<file path="src/rtl/mux_ohs_rr.sv">
// mux_ohs_rr: CH-channel valid/ready multiplexer with a registered output stage.
// The channel is chosen by round robin from the last grant, or it is forced by a
// one-hot select. A single output register drains and reloads in the same cycle,
// so a continuously ready sink sees one word per clock.
module mux_ohs_rr #(
  parameter int n  = 1,
  parameter int CH = 4
) (
  input  logic            clk,
  input  logic            rst_n,
  input  logic [CH*n-1:0] in_data,
  input  logic [CH-1:0]   in_valid,
  output logic [CH-1:0]   in_ready,
  input  logic [CH-1:0]   ohs,
  input  logic            ohs_en,
  output logic [n-1:0]    out_data,
  output logic            out_valid,
  input  logic            out_ready,
  output logic [CH-1:0]   grant,
  output logic            ohs_err
);

  logic [n-1:0]  out_data_q, out_data_d;
  logic          out_valid_q, out_valid_d;
  logic [CH-1:0] grant_q, grant_d;
  logic          ohs_err_q, ohs_err_d;

  logic          load;
  logic          ohs_legal;
  logic [CH-1:0] cand;
  logic          cand_any;
  logic [n-1:0]  sel_data;
  int            gidx;
  int            idx;

  // Candidate selection: forced one-hot channel or round robin starting after grant.
  always_comb begin
    load      = !out_valid_q || out_ready;
    ohs_legal = $onehot(ohs);
    cand      = '0;
    cand_any  = 1'b0;
    gidx      = 0;
    idx       = 0;
    for (int i = 0; i < CH; i++) begin
      if (grant_q[i]) gidx = i;
    end
    if (ohs_en) begin
      // An illegal select (zero or multi-hot) yields no candidate at all.
      if (ohs_legal && ((ohs & in_valid) != '0)) begin
        cand     = ohs;
        cand_any = 1'b1;
      end
    end else begin
      for (int k = 1; k <= CH; k++) begin
        idx = gidx + k;
        if (idx >= CH) idx = idx - CH;
        if (!cand_any && in_valid[idx]) begin
          cand[idx] = 1'b1;
          cand_any  = 1'b1;
        end
      end
    end
  end

  // Ready goes only to the candidate, only when the output register can accept.
  always_comb begin
    in_ready = (rst_n && load) ? cand : '0;
  end

  // Next-state: load on transfer, drop valid on an empty slot, otherwise hold.
  always_comb begin
    sel_data    = '0;
    for (int i = 0; i < CH; i++) begin
      if (cand[i]) sel_data = in_data[i*n +: n];
    end
    out_data_d  = out_data_q;
    out_valid_d = out_valid_q;
    grant_d     = grant_q;
    if (load) begin
      if (cand_any) begin
        out_data_d  = sel_data;
        out_valid_d = 1'b1;
        grant_d     = cand;
      end else begin
        out_valid_d = 1'b0;
      end
    end
    ohs_err_d = ohs_en && !ohs_legal;
  end

  // Output register; reset parks grant on the top channel so channel 0 wins first.
  always_ff @(posedge clk or negedge rst_n) begin
    if (!rst_n) begin
      out_data_q  <= '0;
      out_valid_q <= 1'b0;
      grant_q     <= {1'b1, {(CH-1){1'b0}}};
      ohs_err_q   <= 1'b0;
    end else begin
      out_data_q  <= out_data_d;
      out_valid_q <= out_valid_d;
      grant_q     <= grant_d;
      ohs_err_q   <= ohs_err_d;
    end
  end

  assign out_data  = out_data_q;
  assign out_valid = out_valid_q;
  assign grant     = grant_q;
  assign ohs_err   = ohs_err_q;

endmodule

</file>
<file path="config.mk">
export PLATFORM = sky130hd
export DESIGN_NAME = mux_ohs_rr
export DESIGN_NICKNAME = d
export VERILOG_FILES = /design/src/rtl/mux_ohs_rr.sv
export SDC_FILE = /design/constraint.sdc
export NUM_CORES = 1
export LEC_CHECK = 0
export ABC_AREA = 1
export BUFFER_PORTS_ARGS = -buffer_cell sky130_fd_sc_hd__buf_2
export CAP_MARGIN = 20
export CORE_MARGIN = 4
export CORE_UTILIZATION = 49
export CTS_BUF_LIST = sky130_fd_sc_hd__clkbuf_8
export DETAILED_ROUTE_END_ITERATION = 10
export HOLD_SLACK_MARGIN = 0.12
export PLACE_DENSITY = 0.9
export SLEW_MARGIN = 20
export SYNTH_ARGS = -nofsm -noshare
export SYNTH_HDL_FRONTEND = slang
export SYNTH_SLANG_ARGS = --single-unit
</file>
<file path="constraint.sdc">
create_clock -name clk -period 2.1 [get_ports clk]
set_input_delay 0.105 -clock clk [delete_from_list [all_inputs] [get_ports clk]]
set_output_delay 0.105 -clock clk [all_outputs]
set_load 0.1 [all_outputs]
</file>
# Yosys cells after proc, flatten, opt, wreduce, memory -nomap -nowiden
# Cells that the tools add are included.
dict set report op_classes {
  n_eq_ne 1
  n_bitwise 4
  n_mux 55
  magnitude_cmp 12
  reduce_logical 18
  n_addsub 11
}
# op n
set ops {}
lappend ops {{2-to-1 mux 32 bit} 9}
lappend ops {{>= comparator 32 x 1 -> 1 bit (second input constant)} 4}
lappend ops {{>= comparator 32 x 4 -> 1 bit (second input constant)} 4}
lappend ops {{< comparator 32 x 4 -> 1 bit (second input constant)} 4}
lappend ops {{subtractor 32 x 4 -> 32 bit (second input constant)} 4}
lappend ops {{adder 32 x 3 -> 32 bit (second input constant)} 2}
lappend ops {{2-to-1 mux 4 bit} 10}
lappend ops {{adder 32 x 2 -> 32 bit (second input constant)} 1}
lappend ops {{adder 32 x 4 -> 32 bit (second input constant)} 1}
lappend ops {{2-to-1 mux 1 bit} 27}
lappend ops {{OR 4 bit} 3}
lappend ops {{logical AND 1 bit} 10}
lappend ops {{binary-select mux 1 bit (select 2 bit)} 4}
lappend ops {{demux 1 bit (select 2 bit)} 4}
lappend ops {{logical NOT 1 bit} 5}
lappend ops {{adder 1 x 1 -> 2 bit} 2}
lappend ops {{AND 4 bit} 1}
lappend ops {{nonzero test 4 bit} 1}
lappend ops {{adder 2 x 2 -> 3 bit} 1}
lappend ops {{== test 3 x 1 -> 1 bit (second input constant)} 1}
lappend ops {{2-to-1 mux 2 bit} 1}
lappend ops {{AND reduction 2 bit} 1}
lappend ops {{logical OR 1 bit} 1}
dict set report word_totals {
  register_bits 7
  input_bits 16
  wordCells 105
  out_inout_bits 11
}

# Depth between registers and ports, before layout
dict set report depth {
  depth_word 28
  ltp_mapped 19
}

# Worst setup path before layout
# Ideal clock, no wire load.
dict set report synth_path {
  path_type {register to output}
  start {register grant_q[2], in the netlist grant[2]}
  end {output in_ready[3]}
  path_slack_ns -1.602
  arrival_ns 3.597
  path_stages_with_launch 13
  required_time_ns 1.995
  path_cell_list {dfrtp_1 > nor2_2 > inv_2 > ha_1 > inv_1 > nand3_1 > nand2_2 > nand2_2 > nor2_4 > nand2_1 > nand4_2 > nand2_2 > nor2_1}
}
dict set report synth_via {
  elab_chain_len 24
  elab_cells_between_ends 78
}
# item line_no
set synth_lines {}
lappend synth_lines {{start: declaration} 25} ;# logic [CH-1:0] grant_q, grant_d;
lappend synth_lines {{start signal: assignment} 96} ;# grant_q <= {1'b1, {(CH-1){1'b0}}};
lappend synth_lines {{start signal: assignment} 101} ;# grant_q <= grant_d;
lappend synth_lines {{2-to-1 mux 2 bit *} 45} ;# if (grant_q[i]) gidx = i;
lappend synth_lines {{2-to-1 mux 32 bit *} 45}
lappend synth_lines {{parallel branches: the longest is 19 deep, another holds adder 32 x 2 -> 32 bit} --}
lappend synth_lines {{2-to-1 mux 4 bit *} 57} ;# if (!cand_any && in_valid[idx]) begin
lappend synth_lines {{2-to-1 mux 4 bit *} 47} ;# if (ohs_en) begin
lappend synth_lines {{2-to-1 mux 4 bit *} 67} ;# in_ready = (rst_n && load) ? cand : '0;
lappend synth_lines {{end: declaration} 13} ;# output logic [CH-1:0] in_ready,
# Mark *: on every way between the ends. The select of a mux whose other input is x is not followed.

# Final worst setup path
dict set report layout_path {
  start {register grant_q[3], in the netlist grant[3]}
  end {output in_ready[1]}
}
dict set report layout_via {
  elab_chain_len 23
  elab_cells_between_ends 77
}
# item line_no
set layout_lines {}
lappend layout_lines {{2-to-1 mux 32 bit *} 45}
lappend layout_lines {{parallel branches: the longest is 19 deep, another holds adder 32 x 2 -> 32 bit} --}
lappend layout_lines {{2-to-1 mux 4 bit *} 57}
lappend layout_lines {{2-to-1 mux 4 bit *} 47}
lappend layout_lines {{2-to-1 mux 4 bit *} 67}
# Marked as above.

==> impl_metrics.prom <==
# TYPE chip_impl_metric gauge
chip_impl_metric{name="placement.io_buffers",unit=""} 26
chip_impl_metric{name="number_of_buffers_added_by_the_clock_tree_synthesis_step",unit=""} 3
chip_impl_metric{name="syn-cell-area",unit="µm²"} 1050
chip_impl_metric{name="worstMarginPinSlew",unit="ns"} 0.508
chip_impl_metric{name="maxSlewHeadroom",unit="%"} 66.4
chip_impl_metric{name="fill_cells",unit=""} 111
chip_impl_metric{name="cts_sinks",unit=""} 7
chip_impl_metric{name="syn_nets",unit=""} 183
chip_impl_metric{name="placementRows",unit=""} 16
chip_impl_metric{name="overall_routing_resource_usage",unit="%"} 32.0
chip_impl_metric{name="dieHeight",unit="µm"} 54.3
chip_impl_info{name="most-common-layout-cells",value="sky130_fd_sc_hd__nand2_1 (34), sky130_fd_sc_hd__buf_2 (22), sky130_fd_sc_hd__buf_4 (22)"} 1
chip_impl_metric{name="n_antenna_cell",unit=""} 0
chip_impl_metric{name="maximum_number_of_pins_on_one_net_before_global_route_repair",unit=""} 10
chip_impl_metric{name="skew",unit="ns"} 0.00226
chip_impl_metric{name="synth_top_cell_area_share",unit="%"} 14.3
chip_impl_metric{name="dpl-instance-area",unit="µm²"} 1470
chip_impl_metric{name="fin_crit_sh",unit="%"} 115
chip_impl_metric{name="firstDrtPassIters",unit=""} 4
chip_impl_metric{name="upper_clock_frequency_limit",unit="MHz"} 415
chip_impl_metric{name="hpwlAfterDp",unit="mm"} 2.55
chip_impl_metric{name="worst_setup_hold_path_clk_slew",unit="ns"} 0.04
chip_impl_info{name="hold_class",value="in2reg"} 1
chip_impl_info{name="layout.cells.most_common",value="sky130_fd_sc_hd__nand2_1"} 1
chip_impl_metric{name="total_nets_final",unit=""} 241
chip_impl_info{name="crit_path_start_kind",value="register"} 1
chip_impl_metric{name="global_placer_s_final_weighted_congestion",unit=""} 0.813
chip_impl_metric{name="final_layout_size_suffix_gt1_share",unit="%"} 54.5
chip_impl_metric{name="post-route-worst-setup-slack",unit="ns"} -0.311
chip_impl_info{name="yosysTopAreaCell",value="sky130_fd_sc_hd__dfrtp_1"} 1
chip_impl_metric{name="core",unit="µm²"} 2000
chip_impl_metric{name="synth.yosys.seq_area_share",unit="%"} 16.8
chip_impl_info{name="setup.worst_path.end_class",value="output pin"} 1
chip_impl_metric{name="detail_route.wirelength",unit="mm"} 4.46
chip_impl_metric{name="timing_hold_violations_final",unit=""} 0
chip_impl_metric{name="per_cell_via_count_in_the_routed_design",unit=""} 5.91
chip_impl_metric{name="yosysUniqueCellTypes",unit=""} 27
chip_impl_metric{name="die-area",unit="µm²"} 2950
chip_impl_metric{name="post_drt_wl_per_cell",unit="µm"} 18.6
chip_impl_metric{name="flow.area_growth_from_synthesis",unit="%"} 62.8
chip_impl_metric{name="finalWorstPathRequiredPeriod",unit="ns"} 2.41
chip_impl_metric{name="drtIter0Drc",unit=""} 53
chip_impl_info{name="synth.top_cells.by_area",value="sky130_fd_sc_hd__dfrtp_1 (14%), sky130_fd_sc_hd__nand2_1 (13%), sky130_fd_sc_hd__ha_1 (12%), sky130_fd_sc_hd__nand3_1 (9.1%), sky130_fd_sc_hd__nand2_2 (7.7%)"} 1
chip_impl_metric{name="placedCellCount",unit=""} 223
chip_impl_info{name="clock_tree.root_cell",value="sky130_fd_sc_hd__clkbuf_8"} 1
chip_impl_metric{name="yosys_warnings",unit=""} 0
chip_impl_metric{name="io_pins",unit=""} 27
chip_impl_info{name="failed_checks",value="negative setup slack"} 1
chip_impl_metric{name="detail_route.drc_violations",unit=""} 0
chip_impl_metric{name="worst-path-max-fanout",unit=""} 8
chip_impl_info{name="outcome",value="finished, violations left"} 1
chip_impl_metric{name="route.antenna.remaining_nets",unit=""} 0
chip_impl_metric{name="syn_area_per_cell",unit="µm²"} 6.73
chip_impl_metric{name="instances_no_fill",unit=""} 240
chip_impl_metric{name="grt_remaining_overflow",unit=""} 0
chip_impl_metric{name="ctsHtreeMaxLevel",unit=""} 1
chip_impl_info{name="rsz0062_at_grt",value="yes"} 1
chip_impl_metric{name="r2r_cells",unit=""} 18
chip_impl_info{name="worst-setup-path-type",value="reg2out"} 1
chip_impl_metric{name="crit_required",unit="ns"} 2.00
chip_impl_metric{name="setup-violations-final",unit=""} 10
chip_impl_metric{name="synth.ff_latch_count",unit=""} 7
chip_impl_metric{name="initial_core_utilization",unit="%"} 52.4
chip_impl_metric{name="design_area",unit="µm²"} 1710
chip_impl_metric{name="cap_violations",unit=""} 0
chip_impl_metric{name="worst_hold_stages",unit=""} 4
chip_impl_metric{name="antenna_found_initial",unit=""} 0
chip_impl_metric{name="synth_cells",unit=""} 156
chip_impl_metric{name="worst_hold_slack",unit="ns"} 0.213
chip_impl_metric{name="clock_tree.buffer_depth",unit=""} 2
chip_impl_info{name="tritoncts",value="yes"} 1
chip_impl_metric{name="worst_skew_pair.late_latency",unit="ns"} 0.23
chip_impl_metric{name="worstPathArrival",unit="ns"} 2.31
chip_impl_metric{name="die_w",unit="µm"} 54.3
chip_impl_metric{name="first_global_vias",unit=""} 1452
chip_impl_metric{name="grt_first_pass_wirelength",unit="mm"} 6.62
chip_impl_metric{name="tns",unit="ns"} -2.18
chip_impl_metric{name="maxSlewViolCount",unit=""} 0
chip_impl_metric{name="vias",unit=""} 1418
==> cells in the mapped netlist <==
master                     instances
sky130_fd_sc_hd__nand3_2           6
sky130_fd_sc_hd__nand4_1           5
sky130_fd_sc_hd__nor3b_1           1
sky130_fd_sc_hd__dfstp_2           1
sky130_fd_sc_hd__nand2_1          36
sky130_fd_sc_hd__nand2_2          13
sky130_fd_sc_hd__nand3b_1          1
sky130_fd_sc_hd__nand2_4           2
sky130_fd_sc_hd__o21ai_0           5
sky130_fd_sc_hd__nand3_1          19
sky130_fd_sc_hd__o21ai_1           4
sky130_fd_sc_hd__a21oi_2           1
sky130_fd_sc_hd__o21ai_2           1
sky130_fd_sc_hd__or2_2             1
sky130_fd_sc_hd__a21oi_1           2
sky130_fd_sc_hd__nand2_8           1
sky130_fd_sc_hd__fa_1              1
sky130_fd_sc_hd__nor2_2            2
sky130_fd_sc_hd__inv_1            21
sky130_fd_sc_hd__clkinv_4          1
sky130_fd_sc_hd__ha_1             10
sky130_fd_sc_hd__nor2_1            7
sky130_fd_sc_hd__nand4_2           1
sky130_fd_sc_hd__nor2_4            2
sky130_fd_sc_hd__inv_2             4
sky130_fd_sc_hd__dfrtp_1           6
sky130_fd_sc_hd__o22ai_1           2
==> sequential cells by signal, indices dropped and copies added, names as in the netlist <==
register / cells
out_data: 1
grant: 4
out_valid: 1
ohs_err: 1
==> critical path: stages, from the launching register on <==
cell	delay [ns]
sky130_fd_sc_hd__dfstp_4	0.65
sky130_fd_sc_hd__inv_6	0.05
sky130_fd_sc_hd__nand2_8	0.07
sky130_fd_sc_hd__buf_6	0.14
sky130_fd_sc_hd__nand2_2	0.06
sky130_fd_sc_hd__nand3_2	0.07
sky130_fd_sc_hd__nand2_2	0.11
sky130_fd_sc_hd__nor2_4	0.19
sky130_fd_sc_hd__nand4_1	0.17
sky130_fd_sc_hd__nand3_2	0.14
sky130_fd_sc_hd__nand2_2	0.09
sky130_fd_sc_hd__nor2_4	0.13
sky130_fd_sc_hd__buf_12	0.18
==> stage by stage <==
| step | util (%) | setup WS, ns |
|---|---|---|
| 2_1_floorplan | - | -0.368 |
| 3_3_place_gp | 73.2 | -0.289 |
| 3_5_place_dp | 73.2 | -0.370 |
| 4_1_cts | 81.8 | -0.239 |
| 5_1_grt | 85.4 | -0.431 |
| 6_report | 85.4 | -0.311 |
==> final timing paths <==
path,from,end,slack (ns)
max reg2reg,grant[3],out_data,-0.27
max in group asynchronous,rst_n,grant[3],1.61
min,out_ready,out_valid,0.21
max,grant[3],in_ready[1],-0.31
min in group asynchronous,rst_n,ohs_err,0.25
min reg2reg,out_data,out_data,0.50
==> repair_timing <==
| action | 4_1_cts | 5_1_grt |
|---|---|---|
| buffers inserted | 8 | 3 |
| hold endpoints to repair | 7 | 0 |
| setup endpoints to repair | 9 | 9 |
| cloned | 0 | 1 |
| gates resized for setup | 13 | 10 |
| hold buffers | 1 | 0 |
| pin swaps | 16 | 5 |
==> cells by family (layout without fill, tap and decap cells) <==
group	after synthesis	after routing	synth area share, %
flip-flops	7	7	16.8
AO/OA/AOI/OAI	15	15	8.10
buffers and inverters	26	83	9.77
adder cells (fa/ha/maj)	11	11	13.8
AND/OR/NAND/NOR	97	97	51.5
==> final cells by class <==
cell class | count | area [µm²] | area share, %
multi-input combinational | 123 | 926 | 54.2
timing repair buffer | 52 | 399 | 23.4
sequential | 7 | 185 | 10.8
inverter | 26 | 115 | 6.73
clock buffer | 3 | 41.3 | 2.42
tap | 27 | 33.8 | 1.98
timing repair inverter | 1 | 5.00 | 0.293
clock inverter | 1 | 3.75 | 0.220
==> routing by layer <==
layer	GRT usage (%)	part of all wire, %	vias up
met5	0	0	-
met4	27.8	8.9	0
met3	7.90	8.1	41
li1	-	-	619
met1	30.6	34	647
met2	56.4	49	111
Power is not shown: default switching activity piles up to over one toggle a cycle in this logic, so the estimate is an artifact.
